`src/rtl/rod_move_scheduler.sv`:
```
// rod_move_scheduler: selects one of four foosball rods from shared user keys,
// drives that rod's up/down levels and move strobe, and sequences a
// kick -> retract -> cooldown cycle on the rod that was active at kick time.
module rod_move_scheduler #(
  parameter int unsigned MOVE_DIV        = 2,
  parameter int unsigned KICK_FRAMES     = 6,
  parameter int unsigned COOLDOWN_FRAMES = 10
) (
  input  logic       CLK,
  input  logic       RESETn,
  input  logic       frame_tick,
  input  logic       key_up,
  input  logic       key_down,
  input  logic       key_next,
  input  logic       key_prev,
  input  logic       key_kick,
  output logic [1:0] rod_sel,
  output logic [3:0] rod_timer_done,
  output logic [3:0] rod_up,
  output logic [3:0] rod_down,
  output logic [3:0] kick_out,
  output logic [3:0] kick_back,
  output logic       busy
);

  localparam logic [3:0] MOVE_LAST = 4'(MOVE_DIV - 1);
  localparam logic [5:0] KICK_LAST = 6'(KICK_FRAMES - 1);
  localparam logic [5:0] COOL_LAST = 6'(COOLDOWN_FRAMES - 1);

  typedef enum logic [1:0] {
    IDLE     = 2'd0,
    KICK_OUT = 2'd1,
    RETRACT  = 2'd2,
    COOLDOWN = 2'd3
  } kick_state_t;

  kick_state_t state;
  logic [5:0]  kcnt;
  logic [1:0]  kick_rod;
  logic [3:0]  mcnt;

  logic armed;
  logic next_q, prev_q, kick_q;
  logic next_edge, prev_edge, kick_edge;
  logic up_en, down_en, rod_locked;

  function automatic logic [3:0] onehot(input logic [1:0] idx);
    onehot = 4'b0001 << idx;
  endfunction

  // Key edge detection; armed stays low for the first cycle after reset so a
  // key held through reset is absorbed into the history register, not seen as an edge.
  always_ff @(posedge CLK or negedge RESETn) begin
    if (!RESETn) begin
      armed     <= 1'b0;
      next_q    <= 1'b0;
      prev_q    <= 1'b0;
      kick_q    <= 1'b0;
      next_edge <= 1'b0;
      prev_edge <= 1'b0;
      kick_edge <= 1'b0;
    end else begin
      armed     <= 1'b1;
      next_q    <= key_next;
      prev_q    <= key_prev;
      kick_q    <= key_kick;
      next_edge <= armed & key_next & ~next_q;
      prev_edge <= armed & key_prev & ~prev_q;
      kick_edge <= armed & key_kick & ~kick_q;
    end
  end

  // Active rod index; wraps naturally in 2 bits, frozen while a kick runs.
  always_ff @(posedge CLK or negedge RESETn) begin
    if (!RESETn) begin
      rod_sel <= '0;
    end else if (!busy && (next_edge != prev_edge)) begin
      rod_sel <= next_edge ? rod_sel + 2'd1 : rod_sel - 2'd1;
    end
  end

  // Direction qualification: opposing keys cancel, kicked rod cannot move.
  always_comb begin
    rod_locked = busy & (rod_sel == kick_rod);
    up_en      = key_up & ~key_down & ~rod_locked;
    down_en    = key_down & ~key_up & ~rod_locked;
  end

  // Registered one-hot direction levels for the active rod.
  always_ff @(posedge CLK or negedge RESETn) begin
    if (!RESETn) begin
      rod_up   <= '0;
      rod_down <= '0;
    end else begin
      rod_up   <= up_en   ? onehot(rod_sel) : '0;
      rod_down <= down_en ? onehot(rod_sel) : '0;
    end
  end

  // Move strobe divider: one-cycle pulse to the active rod every MOVE_DIV frames.
  always_ff @(posedge CLK or negedge RESETn) begin
    if (!RESETn) begin
      mcnt           <= '0;
      rod_timer_done <= '0;
    end else begin
      rod_timer_done <= '0;
      if (frame_tick) begin
        if (mcnt == MOVE_LAST) begin
          mcnt           <= '0;
          rod_timer_done <= onehot(rod_sel);
        end else begin
          mcnt <= mcnt + 4'd1;
        end
      end
    end
  end

  // Kick FSM; outputs are loaded on the transition so they track the state register.
  always_ff @(posedge CLK or negedge RESETn) begin
    if (!RESETn) begin
      state     <= IDLE;
      kcnt      <= '0;
      kick_rod  <= '0;
      kick_out  <= '0;
      kick_back <= '0;
      busy      <= 1'b0;
    end else begin
      case (state)
        IDLE: begin
          if (kick_edge) begin
            state    <= KICK_OUT;
            kick_rod <= rod_sel;
            kcnt     <= '0;
            kick_out <= onehot(rod_sel);
            busy     <= 1'b1;
          end
        end
        KICK_OUT: begin
          if (frame_tick) begin
            if (kcnt == KICK_LAST) begin
              state     <= RETRACT;
              kcnt      <= '0;
              kick_out  <= '0;
              kick_back <= onehot(kick_rod);
            end else begin
              kcnt <= kcnt + 6'd1;
            end
          end
        end
        RETRACT: begin
          if (frame_tick) begin
            if (kcnt == KICK_LAST) begin
              state     <= COOLDOWN;
              kcnt      <= '0;
              kick_back <= '0;
            end else begin
              kcnt <= kcnt + 6'd1;
            end
          end
        end
        COOLDOWN: begin
          if (frame_tick) begin
            if (kcnt == COOL_LAST) begin
              state <= IDLE;
              kcnt  <= '0;
              busy  <= 1'b0;
            end else begin
              kcnt <= kcnt + 6'd1;
            end
          end
        end
        default: begin
          state     <= IDLE;
          kcnt      <= '0;
          kick_out  <= '0;
          kick_back <= '0;
          busy      <= 1'b0;
        end
      endcase
    end
  end

endmodule

```
`config.mk`:
```
export PLATFORM = sky130hd
export DESIGN_NAME = rod_move_scheduler
export DESIGN_NICKNAME = d
export VERILOG_FILES = /design/src/rtl/rod_move_scheduler.sv
export SDC_FILE = /design/constraint.sdc
export NUM_CORES = 1
export LEC_CHECK = 0
export CAP_MARGIN = 20
export CORE_MARGIN = 2
export CORE_UTILIZATION = 55
export CTS_BUF_LIST = sky130_fd_sc_hd__clkbuf_4 sky130_fd_sc_hd__clkbuf_8
export CTS_CLUSTER_SIZE = 40
export DETAILED_ROUTE_END_ITERATION = 8
export GPL_TIMING_DRIVEN = 1
export PLACE_DENSITY = 0.81
export SYNTH_ARGS = -nofsm -noshare
export SYNTH_HDL_FRONTEND = slang
export SYNTH_SLANG_ARGS = --single-unit
```
`constraint.sdc`:
```
create_clock -name CLK -period 5 [get_ports CLK]
set_clock_uncertainty 0.1 [all_clocks]
set_input_delay 1 -clock CLK [delete_from_list [all_inputs] [get_ports CLK]]
set_output_delay 1 -clock CLK [all_outputs]
set_load 0.05 [all_outputs]
```
==> results.txt <==
Maximum vdd drop: 0.2906 mV
CP Capture Type: primary output
Crit-path leading delay family: buffers and inverters
DR DRC count: 0
GRT Total Usage: 20.32%
Largest net degree at the start of global routing: 45
Routability cong.: 0.8172
Fin. Hold Viols: 0
RSZ-0062 raised after global routing: false
Worst-path cell chain: clkdlybuf4s50_1
Largest stage delay, worst path: 890 ps
Synth warn: 0
CTS Sinks: 44
Syn-to-layout area delta: 21.65%
Slew @ Worst Pin: 937.1 ps
FILL cells: 254
Status: finished, final reports clean
Power per cell area: 460.7 nW/um2
CTS H-tree lvls: 2
First-pass GRT wire length: 6465 um
Post-route antenna net violation count: 0
Top cell type by total area after synthesis: dfrtp_1
WP data required: 3900 ps
Clk slew on worst S/H paths: 120 ps
CTS Buf Count: 5
Total negative slack: 0 ps
Die area: 4112 um2
Fin util: 70.81%
Min-Delay Path Class: reg -> reg
Crit share post-route: 59.15%
DRT Wirelength: 3622 um
Worst setup SP type: flip-flop
Final critical-path required period: 2957 ps
Vias in the first global route: 1422
Netlist Area Pre-Place: 1988 um2
Top cells by area, synth: dfrtp_1, ha_1, nor2_1, mux2_4, nand2_1
GRT overflow: 0
ANT cells: 0
Ys async rst share: 100.0%
WL/cell: 14.20 um
CP Data Arrival Time: 1860 ps
Cell count after synthesis: 176
Cts hold-fix bufs: 0
First-iteration detailed-routing DRC count: 74
Setup violators final: 0
Critical Setup Path Class: reg -> out
CP Max Fanout: 13
Vias per Instance: 5.467
Skew-Pair Late Insertion Delay: 350 ps
CTS tree: yes
Synth Area per Inst: 11.30 um2
Net count after synthesis: 190
Initial antenna violation count: 0
Max clock buf depth: 2
Fin. max-slew vios: 0
Post-synthesis cell type count: 44
Register area share after synthesis: 55.38%
Number of port buffers: 30
Post-CTS setup buffers: 0
Detailed Place HPWL: 2602 um
DRT Pass-1 Iters: 4
Via count: 1394
Leak Pwr: 1.081 nW
Root buffer cell: clkbuf_4
Layout cell share with drive strength beyond 1: 10.05%
Total of max-cap violations: 0
Max Clock Freq: 338.2 MHz
Cell row count: 21
Die X: 64.13 um
Post-synth EDFFs: 0
Core ar.: 3416 um2
Post_cts resized: 0
Synthesis-stage register bit count: 44
# IOs: 31
Most used DFF post-synth: dfrtp_1
Worst relative slew slack: 37.53%
Starting Density: 58.21%
Share of the synthesized area in the top cell type: 55.38%
Post-layout nets: 223
Sum of buffers and inverters on the critical path: 1
Die Span Y: 64.13 um
Slowest CP cell: clkdlybuf4s50_1
-- path summary, 6_finish.rpt --
path	from	endpoint	slack, ps	cells past startpoint
setup / recovery	rod_sel[0]$_DFFE_PN0P_	rod_sel[0]	2040	1
hold / removal	kick_q$_DFF_PN0_	kick_edge$_DFF_PN0_	300	1
setup reg to reg	state[0]$_DFFE_PN0P_	state[1]$_DFFE_PN0P_	3020	6
hold reg to reg	kick_q$_DFF_PN0_	kick_edge$_DFF_PN0_	300	1
max in group asynchronous	RESETn	kick_out[3]$_DFFE_PN0P_	3540	1
min in group asynchronous	RESETn	kcnt[5]$_DFFE_PN0P_	670	1
-- synth_stat cells, types with 5 or more instances --
cell and count:
nand3_1 7, ha_1 6, nor2_1 19, xnor2_1 5, inv_1 9, nand2_1 15
nor3_1 6, dfrtp_1 44
-- metrics by stage --
| stage | power (mW) | cells | hold slack [ps] | setup WS (ps) | area, um2 |
|---|---|---|---|---|---|
| 2_1_floorplan | 0.7613 | 176 | 276.6 | 2863 | 1988 |
| 3_5_place_dp | 0.8574 | 248 | 279.8 | 2146 | 2321 |
| 4_1_cts | 1.120 | 255 | 299.5 | 2029 | 2419 |
| 5_1_grt | 1.187 | 255 | 313.0 | 1940 | 2419 |
| 3_3_place_gp | 0.8396 | 248 | 280.9 | 2260 | 2321 |
| 6_report | 1.114 | 255 | 298.7 | 2043 | 2419 |
-- metal layers --
metal,wire length (um),vias to the layer above,share of wire [%],global-route usage [%]
met4,38,0,1.0,6.383
met2,1827,26,50,34.51
met1,1604,683,44,25.15
li1,-,680,-,-
met3,151,5,4.2,5.810
met5,0,-,0,0
-- final cells by class --
type                       instances  area, um2  area share [%]
sequential                        44       1101           45.53
clock buffer                       5      37.54           1.552
inverter                           9      33.78           1.397
multi-input combinational        119      833.3           34.45
clock inverter                     2      60.06           2.483
timing repair buffer              30      295.3           12.21
tap                               46      57.56           2.380
-- cells by family (layout without fill, tap and decap cells) --
kind of cell	Yosys count	after routing	synth area share, %
and+or+nand+nor	70	70	18.50
DFF	44	44	55.38
AOI/OAI and AO/OA	26	26	10.51
buffers and inverters	13	46	2.706
xor gates and xnor gates	8	8	3.524
muxes	8	8	5.412
adders and majority gates	6	6	3.776
other	1	1	0.1886
-- cell usage in the layout (no fill, tap or decap), drive strengths merged, types with 2 or more instances in the layout --
| cell type | count |
|---|---|
| a21oi | 3 |
| a22o | 4 |
| and3 | 2 |
| bufinv | 2 |
| clkbuf | 5 |
| clkdlybuf4s50 | 29 |
| dfrtp | 44 |
| ha | 6 |
| inv | 9 |
| mux2 | 7 |
| nand2 | 15 |
| nand2b | 4 |
| nand3 | 7 |
| nand3b | 4 |
| nand4 | 3 |
| nor2 | 19 |
| nor3 | 6 |
| nor3b | 4 |
| o21ai | 5 |
| o22ai | 4 |
| o311ai | 2 |
| xnor2 | 5 |
| xor2 | 3 |
-- power breakdown --
| group | internal, mW | leakage, nW | switching (mW) | total [mW] |
|---|---|---|---|---|
| clock network | 0.153 | 0.0513 | 0.110 | 0.263 |
| logic | 0.162 | 0.447 | 0.244 | 0.406 |
| registers | 0.398 | 0.583 | 0.0475 | 0.445 |
| total | 0.713 | 1.08 | 0.401 | 1.11 |
-- flip-flops by register name, indices dropped and copies added, names as in the netlist, 2 cells and up --
signal,count
kick_rod,2
kick_out,4
rod_down,4
mcnt,4
kick_back,4
kcnt,6
rod_timer_done,4
state,2
rod_sel,2
rod_up,4
No activity file was read; power rests on OpenSTA's default activity.
==> RTL change, RTL diff (same settings) <==
`COOLDOWN_FRAMES`: 10 -> 5.
--- a/src/rtl/rod_move_scheduler.sv
+++ b/src/rtl/rod_move_scheduler.sv
@@ -4,7 +4,7 @@
 module rod_move_scheduler #(
   parameter int unsigned MOVE_DIV        = 2,
   parameter int unsigned KICK_FRAMES     = 6,
-  parameter int unsigned COOLDOWN_FRAMES = 10
+  parameter int unsigned COOLDOWN_FRAMES = 5
 ) (
   input  logic       CLK,
   input  logic       RESETn,
Formal check against the unedited RTL: no difference found for any inputs over 10 cycles, from zero or initial values and one cycle with RESETn low; that may be too few to reach the edited logic, so the function may still have changed.
==> RTL change against the unedited design <==
Register-to-register slack worse by 160 ps. Combinational power up 91%. Total power increased by 32%. Area after synthesis rose by 0.82%. Sequential cell count unchanged. Worst setup slack better by 5.9 ps. Highest routed layer unchanged. Cell area decreased by 1.4%. Critical path type unchanged. Routed wire length is 9.1% higher. Sequential share of layout area rose by 0.67 points.
==> RTL change: results (changes against the unedited design) <==
stage,metric,value,unit,change
final_layout,Reg with most FFs,kcnt,,
place,number of buffers added on ports,30,,unchanged
final_layout,max reg flops,6,,unchanged
logic_synthesis,Mapped Nets,193,,+1.6%
routing,via count,1406,,+0.86%
global_route,GRT Overall Usage,0.219,,+0.0155
logic_synthesis,synth top area cells,"dfrtp_1, ha_1, mux2_2",,
place,placed cells,247,,-0.40%
clock_network,insertion delay to the later sink of the worst-skew pair,330,ps,-20 ps
logic_synthesis,Mean Syn Cell Area,11.3,um2,+0.25%
critical_path,Worst Path Arrival,1850,ps,
place,GPL Wtd Cong,0.743,,-9.1%
timing,Tmin final,2950,ps,-5.89 ps
logic_synthesis,Yosys cell types,46,,+4.5%
power_and_ir_drop,Lkg Pwr,1.08,nW,about the same
logic_synthesis,YS warnings,0,,unchanged
routing,vias per inst,5.54,,+1.3%
clock_network,Resized Gates After CTS,0,,unchanged
clock_network,Post CTS Setup Buffer Count,0,,unchanged
clock_network,CTS Buffer Depth,2,,unchanged
clock_network,Root Driver,clkbuf_4,,
final_layout,# diodes,0,,unchanged
clock_network,htree depth,2,,unchanged
logic_synthesis,commonest cells in the netlist,"dfrtp_1, nor2_1, nand2_1, inv_1, ha_1",,
routing,DR WL/cell,15.6,um,+9.6%
global_route,largest net degree at the start of global routing,45,,unchanged
critical_path,"slowest stage delay, CP",890,ps,about the same
final_layout,share of layout cells above drive strength 1,0.125,,+0.0245
status,outcome,completed,,
routing,drt first pass iters,4,,unchanged
timing,worst slew pin tran,953,ps,+15.5 ps
critical_path,Worst path top cell family by delay,buffers and inverters,,
logic_synthesis,"Seq/Total Area, Yosys",0.549,,-0.00449
place,DP HPWL,2940,um,+13%
global_route,vias in the first global route,1489,,+4.7%
clock_network,CTS Buf Count,5,,unchanged
clock_network,Clock transition at path regs,120,ps,about the same
hold_path,Hold WC Path Type,reg2reg,,
global_route,antenna violations before repair,0,,unchanged
power_and_ir_drop,Worst VDD drop,0.345,mV,+19%
critical_path,maximum fanout along the worst path,13,,unchanged
routing,DR iter-0 viols,101,,+36%
logic_synthesis,top_reg_cell synth,dfrtp_1,,
place,Post-Place Setup Slack,2350,ps,+200 ps
global_route,first-pass GRT wire length,6780,um,+4.9%
critical_path,CP max-delay cell,clkdlybuf4s50_1,,
final_layout,fin nets,224,,+0.45%
-- RTL change: per-stage QoR --
step,total power [W],instance area [um2]
after detailed placement,0.00132,2330
after floorplan,0.00110,2000
after CTS,0.00148,2380
after global routing,0.00157,2380
final,0.00148,2380
after global placement,0.00127,2330
-- RTL change: cell families (layout without fill, tap and decap cells) --
logic type	count (synthesis)	in the layout	synth area share
muxes	10	10	0.0568
and+or+nand+nor	64	64	0.173
buffers and inverters	15	46	0.0287
DFF	44	44	0.549
xor gates and xnor gates	8	8	0.0350
adders and majority gates	8	8	0.0499
AOI/OAI and AO/OA	27	27	0.105
other	1	1	0.00187
-- RTL change: final cells by class --
class	instances	area (um2)
fillers	257	1030
flip-flops and latches	44	1100
clock buffers	6	45.0
multi-input cells	118	846
clock inverters	1	5.00
inverters	9	33.8
well taps	46	57.6
repair buffers	30	295
-- RTL change: final timing paths --
check	start	endpoint	slack [ps]	cells past startpoint
max	rod_sel[0]	rod_sel[0]	2050	1
min	prev_q	prev_edge	300	1
max reg2reg	state[0]	kcnt[2]	2860	6
min reg2reg	prev_q	prev_edge	300	1
max in group asynchronous	RESETn	rod_timer_done[0]	3510	1
min in group asynchronous	RESETn	rod_up[0]	690	1
-- RTL change: where the power goes --
| part | internal (W) | switching, W | total (W) |
|---|---|---|---|
| registers | 0.000441 | 0.0000980 | 0.000539 |
| clock network | 0.0000575 | 0.000105 | 0.000162 |
| logic | 0.000309 | 0.000466 | 0.000775 |
| total | 0.000807 | 0.000669 | 0.00148 |
-- RTL change: routing by layer --
| metal | share of wire | routed length [um] | vias up | global-route usage |
|---|---|---|---|---|
| met4 | 0.022 | 85 | 0 | 0.0798 |
| li1 | - | - | 675 | - |
| met3 | 0.036 | 143 | 8 | 0.0581 |
| met5 | 0 | 0 | - | 0 |
| met1 | 0.41 | 1610 | 690 | 0.239 |
| met2 | 0.53 | 2110 | 33 | 0.404 |
